### src/rtl/acc_pkg.sv
// ----------------------------------------------------------------------------
// acc_pkg
// Shared definitions for the accumulator-machine controller:
//   - 3-bit opcodes understood by the external registered ALU
//   - 4-bit controller op codes carried in the instruction word
//   - controller FSM state encoding
//   - instruction field geometry (op in the top nibble, operand below it)
// ----------------------------------------------------------------------------
package acc_pkg;

    // Instruction field geometry. The op nibble sits directly above an
    // ADDR_W-bit operand, so the op field starts at bit ADDR_W.
    localparam int OP_W     = 4;
    localparam int ALU_OP_W = 3;
    localparam int OPND_LSB = 0;

    // ALU opcodes (what the ALU computes from accum and data)
    localparam logic [ALU_OP_W-1:0] ALU_PASS = 3'b000;  // accum
    localparam logic [ALU_OP_W-1:0] ALU_ADD  = 3'b001;  // accum + data
    localparam logic [ALU_OP_W-1:0] ALU_SUB  = 3'b010;  // accum - data
    localparam logic [ALU_OP_W-1:0] ALU_AND  = 3'b011;  // accum & data
    localparam logic [ALU_OP_W-1:0] ALU_OR   = 3'b100;  // accum | data
    localparam logic [ALU_OP_W-1:0] ALU_ABS  = 3'b101;  // |accum|
    localparam logic [ALU_OP_W-1:0] ALU_MUL  = 3'b110;  // low bits of accum * data
    localparam logic [ALU_OP_W-1:0] ALU_LOAD = 3'b111;  // data

    // Controller ops (top nibble with the MSB set); 0xB..0xE are NOPs
    localparam logic [OP_W-1:0] OP_STORE = 4'h8;
    localparam logic [OP_W-1:0] OP_JMP   = 4'h9;
    localparam logic [OP_W-1:0] OP_JZ    = 4'hA;
    localparam logic [OP_W-1:0] OP_HALT  = 4'hF;

    typedef enum logic [2:0] {
        S_FETCH   = 3'd0,
        S_LOAD_IR = 3'd1,
        S_EXEC    = 3'd2,
        S_OPERAND = 3'd3,
        S_ALU     = 3'd4,
        S_WB      = 3'd5,
        S_HALT    = 3'd6
    } state_t;

    // Bit position of the op field for a given operand width
    function automatic int op_lsb(input int addr_w);
        return addr_w;
    endfunction

    // Ops 0x0..0x7 go to the ALU; their low three bits are the ALU opcode
    function automatic logic is_alu_op(input logic [OP_W-1:0] op);
        return ~op[OP_W-1];
    endfunction

endpackage

### src/rtl/acc_ctrl_decode.sv
// ----------------------------------------------------------------------------
// acc_ctrl_decode
// Purely combinational instruction decoder for acc_ctrl.
// Ports:
//   ir_i        instruction register (op nibble above ADDR_W operand bits)
//   is_alu_o    op 0x0..0x7: ALU operation
//   is_store_o  STORE accum to dmem[operand]
//   is_jmp_o    unconditional jump to operand
//   is_jz_o     jump to operand when the ALU zero flag is set
//   is_halt_o   enter the halted state
//   alu_op_o    ALU opcode for ALU operations (low three op bits)
// Any op that is none of the above (0xB..0xE) decodes as a NOP.
// ----------------------------------------------------------------------------
module acc_ctrl_decode
    import acc_pkg::*;
#(
    parameter int ADDR_W = 4
) (
    input  logic [OP_W+ADDR_W-1:0] ir_i,
    output logic                   is_alu_o,
    output logic                   is_store_o,
    output logic                   is_jmp_o,
    output logic                   is_jz_o,
    output logic                   is_halt_o,
    output logic [ALU_OP_W-1:0]    alu_op_o
);

    logic [OP_W-1:0] op;

    assign op = ir_i[op_lsb(ADDR_W) +: OP_W];

    assign is_alu_o   = is_alu_op(op);
    assign is_store_o = (op == OP_STORE);
    assign is_jmp_o   = (op == OP_JMP);
    assign is_jz_o    = (op == OP_JZ);
    assign is_halt_o  = (op == OP_HALT);
    assign alu_op_o   = op[ALU_OP_W-1:0];

endmodule

### src/rtl/acc_ctrl.sv
// ----------------------------------------------------------------------------
// acc_ctrl
// Accumulator-machine controller driving an external 8-bit registered ALU.
// It fetches instructions from a sync-read instruction memory, operands from
// a sync-read/sync-write data memory, owns PC and accumulator, and executes
// ALU ops, STORE, JMP, JZ and HALT.
// Ports:
//   clk, reset     single clock; synchronous active-high reset
//   imem_addr      instruction address (= pc)
//   imem_rdata     instruction, valid one cycle after imem_addr
//   dmem_addr      data address (= operand field of ir)
//   dmem_rdata     read data, valid one cycle after dmem_addr
//   dmem_we        write strobe, high only in the execute cycle of STORE
//   dmem_wdata     write data (= accum)
//   alu_opcode     registered ALU opcode; PASS except while an ALU op runs
//   alu_data       registered ALU data operand
//   accum          accumulator, also the ALU accum input
//   alu_out        ALU result, one cycle after the ALU inputs
//   zero           ALU flag: registered (accum == 0)
//   halted         high in the halted state
//   instr_done     one-cycle pulse in the last cycle of every instruction
// Cycle budget: ALU op = FETCH, LOAD_IR, EXEC, OPERAND, ALU, WB (6 cycles);
// every other instruction = FETCH, LOAD_IR, EXEC (3 cycles).
// ----------------------------------------------------------------------------
module acc_ctrl
    import acc_pkg::*;
#(
    parameter int DATA_W = 8,
    parameter int ADDR_W = 4
) (
    input  logic                     clk,
    input  logic                     reset,
    output logic [ADDR_W-1:0]        imem_addr,
    input  logic [OP_W+ADDR_W-1:0]   imem_rdata,
    output logic [ADDR_W-1:0]        dmem_addr,
    input  logic [DATA_W-1:0]        dmem_rdata,
    output logic                     dmem_we,
    output logic [DATA_W-1:0]        dmem_wdata,
    output logic [ALU_OP_W-1:0]      alu_opcode,
    output logic signed [DATA_W-1:0] alu_data,
    output logic signed [DATA_W-1:0] accum,
    input  logic signed [DATA_W-1:0] alu_out,
    input  logic                     zero,
    output logic                     halted,
    output logic                     instr_done
);

    localparam int IW = OP_W + ADDR_W;

    state_t                    state_q;
    logic [ADDR_W-1:0]         pc_q;
    logic [IW-1:0]             ir_q;
    logic signed [DATA_W-1:0]  accum_q;
    logic [ALU_OP_W-1:0]       alu_opcode_q;
    logic signed [DATA_W-1:0]  alu_data_q;

    logic                      dec_is_alu;
    logic                      dec_is_store;
    logic                      dec_is_jmp;
    logic                      dec_is_jz;
    logic                      dec_is_halt;
    logic [ALU_OP_W-1:0]       dec_alu_op;
    logic [ADDR_W-1:0]         operand;

    acc_ctrl_decode #(
        .ADDR_W (ADDR_W)
    ) u_decode (
        .ir_i       (ir_q),
        .is_alu_o   (dec_is_alu),
        .is_store_o (dec_is_store),
        .is_jmp_o   (dec_is_jmp),
        .is_jz_o    (dec_is_jz),
        .is_halt_o  (dec_is_halt),
        .alu_op_o   (dec_alu_op)
    );

    assign operand = ir_q[OPND_LSB +: ADDR_W];

    // ------------------------------------------------------------------
    // Controller FSM. All architectural state (pc, ir, accum, ALU input
    // registers) is updated here so that a reset in any state discards the
    // instruction in flight without a partial writeback.
    // ------------------------------------------------------------------
    always_ff @(posedge clk) begin
        if (reset) begin
            state_q      <= S_FETCH;
            pc_q         <= '0;
            ir_q         <= '0;
            accum_q      <= '0;
            alu_opcode_q <= ALU_PASS;
            alu_data_q   <= '0;
        end else begin
            case (state_q)
                S_FETCH: begin
                    // imem_addr = pc is presented this cycle; the memory
                    // returns the word during S_LOAD_IR.
                    state_q <= S_LOAD_IR;
                end

                S_LOAD_IR: begin
                    ir_q    <= imem_rdata;
                    pc_q    <= pc_q + 1'b1;   // wraps naturally at 2**ADDR_W
                    state_q <= S_EXEC;
                end

                S_EXEC: begin
                    if (dec_is_alu) begin
                        // dmem_addr = operand now; data arrives in S_OPERAND
                        state_q <= S_OPERAND;
                    end else if (dec_is_halt) begin
                        state_q <= S_HALT;
                    end else begin
                        // zero was registered from accum at least two edges
                        // after the last accum update, so it is current here.
                        if (dec_is_jmp || (dec_is_jz && zero)) begin
                            pc_q <= operand;
                        end
                        state_q <= S_FETCH;
                    end
                end

                S_OPERAND: begin
                    alu_data_q   <= dmem_rdata;
                    alu_opcode_q <= dec_alu_op;
                    state_q      <= S_ALU;
                end

                S_ALU: begin
                    // Inputs held stable; the ALU captures its result at
                    // this edge and presents it during S_WB.
                    state_q <= S_WB;
                end

                S_WB: begin
                    accum_q      <= alu_out;
                    // Back to PASS so the idle ALU output tracks accum
                    alu_opcode_q <= ALU_PASS;
                    state_q      <= S_FETCH;
                end

                S_HALT: begin
                    state_q <= S_HALT;
                end

                default: begin
                    state_q <= S_FETCH;
                end
            endcase
        end
    end

    // ------------------------------------------------------------------
    // Outputs
    // ------------------------------------------------------------------
    assign imem_addr  = pc_q;
    assign dmem_addr  = operand;
    assign dmem_wdata = accum_q;
    assign alu_opcode = alu_opcode_q;
    assign alu_data   = alu_data_q;
    assign accum      = accum_q;
    assign halted     = (state_q == S_HALT);

    // Gated by reset: an instruction interrupted by reset neither writes
    // memory nor reports completion.
    assign dmem_we    = ~reset && (state_q == S_EXEC) && dec_is_store;
    assign instr_done = ~reset &&
                        ((state_q == S_WB) ||
                         ((state_q == S_EXEC) && !dec_is_alu));

endmodule

### config.mk
export PLATFORM = sky130hd
export DESIGN_NAME = acc_ctrl
export DESIGN_NICKNAME = d
export VERILOG_FILES = /design/src/rtl/acc_pkg.sv /design/src/rtl/acc_ctrl_decode.sv /design/src/rtl/acc_ctrl.sv
export SDC_FILE = /design/constraint.sdc
export NUM_CORES = 1
export LEC_CHECK = 0
export BUFFER_PORTS_ARGS = -buffer_cell sky130_fd_sc_hd__clkbuf_2
export CORE_ASPECT_RATIO = 2
export CORE_MARGIN = 2
export CORE_UTILIZATION = 40
export CTS_BUF_LIST = sky130_fd_sc_hd__clkbuf_2
export DETAILED_ROUTE_END_ITERATION = 8
export PLACE_DENSITY = 0.69
export SLEW_MARGIN = 20
export SYNTH_ARGS = -nofsm -noshare
export SYNTH_HDL_FRONTEND = slang
export SYNTH_SLANG_ARGS = --single-unit
### constraint.sdc
create_clock -name clk -period 2.19 [get_ports clk]
set_input_delay 0.438 -clock clk [delete_from_list [all_inputs] [get_ports clk]]
set_output_delay 0.438 -clock clk [all_outputs]
set_load 0.02 [all_outputs]
# Word level (Yosys, flattened, before mapping)

Cells that the tools add are included.

Latch bits: 0
Bits in writable memories: 0
Word-level logic and storage cells: 40
Memory bits (read-only): 0
Memories kept: 0
Bits in registers: 34

Shift-type cells: 0
Equal/unequal tests: 13
Order comparisons: 0
$add $sub $neg: 1
Divide/modulo/power cells: 0
Reduce and logical (&&, ||, !) cells: 11
Multiplexer cells: 8
Bitwise operators: 1
Multipliers: 0

Operators by type and width:

| operator                                                              | count |
|---|---|
| 3-bit case mux with 6 select lines                                    | 1 |
| 4-bit equality test, second input constant                            | 4 |
| 4-bit 2-to-1 mux                                                      | 3 |
| 3-bit equality test, second input constant                            | 3 |
| 4-bit case mux with 2 select lines                                    | 1 |
| 3-bit by 2-bit equality test with 1-bit output, second input constant | 2 |
| 3-bit 2-to-1 mux                                                      | 2 |
| 2-bit != test, second input constant                                  | 3 |
| 3-bit case mux with 2 select lines                                    | 1 |
| 1-bit logical AND                                                     | 5 |
| 4-bit by 1-bit adder with 4-bit output, second input constant         | 1 |
| 4-bit AND reduction                                                   | 1 |
| 2-bit nonzero test                                                    | 2 |
| 3-bit by 1-bit equality test with 1-bit output, second input constant | 1 |
| 3-bit zero test                                                       | 1 |
| 1-bit logical OR                                                      | 2 |
| 1-bit NOT                                                             | 1 |

# Longest topological paths before layout

Word-level depth: 7
Depth in mapped cells: 6
Gate-level depth less buffers: 4

# By module

A second synthesis with hierarchy kept.

Cells, all modules: 190
Area total of the unflattened synthesis: 1612.8 µm²

By module, submodules not included:

| module          | instances | cells an instance | area each (µm²) |
|---|---|---|---|
| acc_ctrl        | 1         | 182               | 1537.7 |
| acc_ctrl_decode | 1         | 8                 | 75.1 |

# Worst setup path after synthesis

OpenSTA, ideal clock, no wires.

Path type: register -> output
Start point: register state_q[2]
End point: output port instr_done
Path buffers: 2
Required time: 1.752 ns
Slack: 0.435 ns
Data arrival time: 1.317 ns
Cell stages (with the launch flop): 6
Cell sequence: dfxtp_1 > clkbuf_1 > and3b_1 > buf_2 > a21oi_1 > nor2_1

Cells in the longest elaborated chain, start to end: 4
Elaborated cells between the ends (all ways): 5
Classes of those cells: eq/ne: 2; reduce/logical: 3

Ends and longest elaborated chain:

| element                                        | RTL line        | source |
|---|---|---|
| from (decl)                                    | acc_ctrl.sv:50  | `state_t state_q;` |
| from (signal assigned)                         | acc_ctrl.sv:86  | `state_q <= S_FETCH;` |
| from (signal assigned)                         | acc_ctrl.sv:97  | `state_q <= S_LOAD_IR;` |
| from (signal assigned)                         | acc_ctrl.sv:103 | `state_q <= S_EXEC;` |
| 3-bit by 2-bit equality test with 1-bit output | acc_ctrl.sv:168 | `((state_q == S_EXEC) && !dec_is_alu));` |
| 1-bit logical AND                              | acc_ctrl.sv:168 |  |
| 1-bit logical OR *                             | acc_ctrl.sv:167 | `((state_q == S_WB) \|\|` |
| 1-bit logical AND *                            | acc_ctrl.sv:166 | `assign instr_done = ~reset &&` |
| to (decl)                                      | acc_ctrl.sv:45  | `output logic instr_done` |

Every way passes the cells marked *; elsewhere a longest branch is shown, timed or not.

# Worst setup path in the final report

Ends and elaborated chain as after synthesis.

==> metrics.txt <==
outcome finished clean; ANT cells 0; Worst Setup Start Kind flip-flop; Reg area 680.7 µm²; Pint 0.7923 mW; number of distinct library cells after synthesis 33; ys flop type dfxtp_1; Layout fillers 404; multi-input logic area 690.7 µm²; Seq/Total Area, Yosys 0.4485; IO Pins 65; reg2reg start state_q[0]$_SDFF_PP0_; Crit-path slowest cell dfxtp_1; Worst Path Required 1.75 ns; FF-to-FF path depth 3; max cap viols 0; fin. max-slew vios 0; Total GRT Usage 0.1726; Crit. path cell count 4; fin crit period 1.993 ns; CTS tree built; yosys warns 0; Syn Inst Count 182; post-route insts no fill 284; largest net degree at the start of global routing 26; kind of cell adding the most delay to the critical path flip-flops; Comb pwr share 0.147; post-DP HPWL 2.579 mm; P_sw 0.3330 mW; total congestion overflow 0; via count 1375; WS Path Type flip-flop to primary output; clk root buf clkbuf_2; Post-CTS Hold Buffers 0; Final setup viols 0; CP endpoint kind primary output; Final ANT Viol Nets 0; Post-Syn Nets 210; layout cells sized above 1 0.3404; Syn Area/Cell 8.339 µm²; DIE WIDTH 47.56 µm; unrepaired setup endpoints after global routing false; Post-synth EDFFs 0; setup_tns 0 ns; Clock Path Buffers 2; crit path launch state_q[2]$_SDFF_PP0_; Worst path max stage delay 0.60 ns; final hold viol count 0; Placed Cells 275; final wirelength 3.447 mm; Die ar. 0.004333 mm²; Power, Total 1.125 mW; Tcrit/Tclk final 0.9102; sequential power share 0.603; clock network power share 0.250; Post-Synthesis Cell Area 0.001518 mm²; most frequent cells in the layout clkbuf_2 (70), nand2_1 (51), dfxtp_1 (34); FMAX 501.7 MHz; Layout Skew 0.01899 ns; initial DRC count 16; sw frac 0.2959; vias in the first global route 1233; hold slack final 0.2483 ns; slack of the worst reg-to-reg path 0.48 ns; effective utilization at floorplan 0.4163; drt pass-1 iters 4; Slew @ Worst Pin 0.6384 ns; Routability Congestion 0.7385; #FFs+latches synth 34; PortBufs 64; FP Rows 31; CP endpoint instr_done; clock sink total 34; clk_lat worst skew 0.38 ns; Leak 0.8002 nW; r2r endpoint imem_addr[0]$_SDFFE_PP0P_; core area 0.003646 mm²; first-pass GRT wire length 5.451 mm; slew margin rel. 0.5725; CTS buffer count 5; initial antenna violation count 0; sequence of cells on the critical path and3b_1, a21oi_1, nor2_1, clkbuf_2; final instance area 0.001822 mm²; die height 91.11 µm; ys async rst share 0; Layout area overhead 20.03%; worst hold path class primary input to flip-flop; net count reported at finish 262; vias per inst 4.842; Arr. time, crit path 1.56 ns; CTS HTree Levels 2; PwrDens 617.7 mW/mm²; Peak VDD IR 382.7 µV; DRC 0; Post-DP Area 0.001775 mm²; Buf/Inv on CP 1; worst-path maximum fanout 12; WL/cell 12.14 µm; clk slew on worst S/H paths 0.17 ns; commonest non-fill, non-tap cell in the layout clkbuf_2
## worst register-to-register path: stages, from the launching register on
cell and delay (ns):
dfxtp_1 0.56, or3b_1 0.60, and2_4 0.24, o41ai_2 0.25
## per-stage QoR
step	setup slack [ns]	util
2_1_floorplan	0.4350	-
3_3_place_gp	0.4429	0.4870
3_5_place_dp	0.4460	0.4870
4_1_cts	0.1513	0.4997
5_1_grt	0.06405	0.4997
6_report	0.1967	0.4997
## cells in the mapped netlist, types with 2 or more instances
cell type	count	area [µm²]
a211oi_1	2	15.01
a21oi_1	29	145.1
a22oi_1	3	22.52
and3b_1	3	26.28
buf_2	3	15.01
buf_4	12	90.09
clkbuf_1	6	22.52
dfxtp_1	34	680.7
inv_1	2	7.510
nand2_1	51	191.4
nand3_1	3	15.01
nand3b_1	2	15.01
nor2_1	6	22.52
nor2b_1	4	25.02
nor3_1	3	15.01
o2111ai_1	2	17.52
## cells by family (layout without fill, tap and decap cells)
family / after synthesis / count (layout) / share of synthesized area
simple gates: 79 / 79 / 0.2523
compound gates: 43 / 43 / 0.1880
flops: 34 / 34 / 0.4485
buf+inv: 24 / 77 / 0.09645
fa+ha+maj: 1 / 1 / 0.008243
mux: 1 / 1 / 0.006595
## per-layer routing
layer,global-route usage,routed length (µm),share of wire,vias up
li1,-,-,-,712
met3,0.04175,166,0.048,6
met4,0.07207,71,0.021,0
met1,0.1789,1274,0.37,624
met5,0,0,0,-
met2,0.3041,1935,0.56,33
## worst min path at each step
stage / from / cells past startpoint / endpoint
floorplan: ir_q[1]$_SDFFE_PP0N_ / 2 / ir_q[1]$_SDFFE_PP0N_
global placement: alu_data[7]$_SDFFE_PP0P_ / 2 / alu_data[7]$_SDFFE_PP0P_
detailed placement: alu_data[5]$_SDFFE_PP0P_ / 2 / alu_data[5]$_SDFFE_PP0P_
CTS: imem_rdata[1] / 3 / ir_q[1]$_SDFFE_PP0N_
global route: imem_rdata[2] / 3 / ir_q[2]$_SDFFE_PP0N_
finish: imem_rdata[6] / 3 / ir_q[6]$_SDFFE_PP0N_
## power groups by stage
stage	combinational, mW	clock (mW)	sequential, mW
after floorplan	0.118	0	0.691
after global placement	0.164	0	0.692
after detailed placement	0.166	0	0.693
after CTS	0.168	0.297	0.679
after global routing	0.183	0.331	0.685
final	0.165	0.282	0.679
## area by class of cell
| type | instances | share of cell area |
|---|---|---|
| Tap cell | 49 | 0.03365 |
| Multi-Input combinational cell | 124 | 0.3791 |
| Timing Repair Buffer | 67 | 0.1882 |
| Clock inverter | 2 | 0.004808 |
| Inverter | 2 | 0.004121 |
| Clock buffer | 6 | 0.01648 |
| Sequential cell | 34 | 0.3736 |
## state kept, by name, summed over array words and instances, names as in the netlist
register	flops
accum	8
alu_data	8
alu_opcode	3
imem_addr	4
ir_q	8
state_q	3
## what timing repair did
| action | in CTS | in global routing |
|---|---|---|
| gates resized for setup | 0 | 0 |
| endpoints found under the setup margin | 1 | 0 |
| buffers inserted | 1 | 0 |
Note: power is estimated with default switching activity, not from simulation.
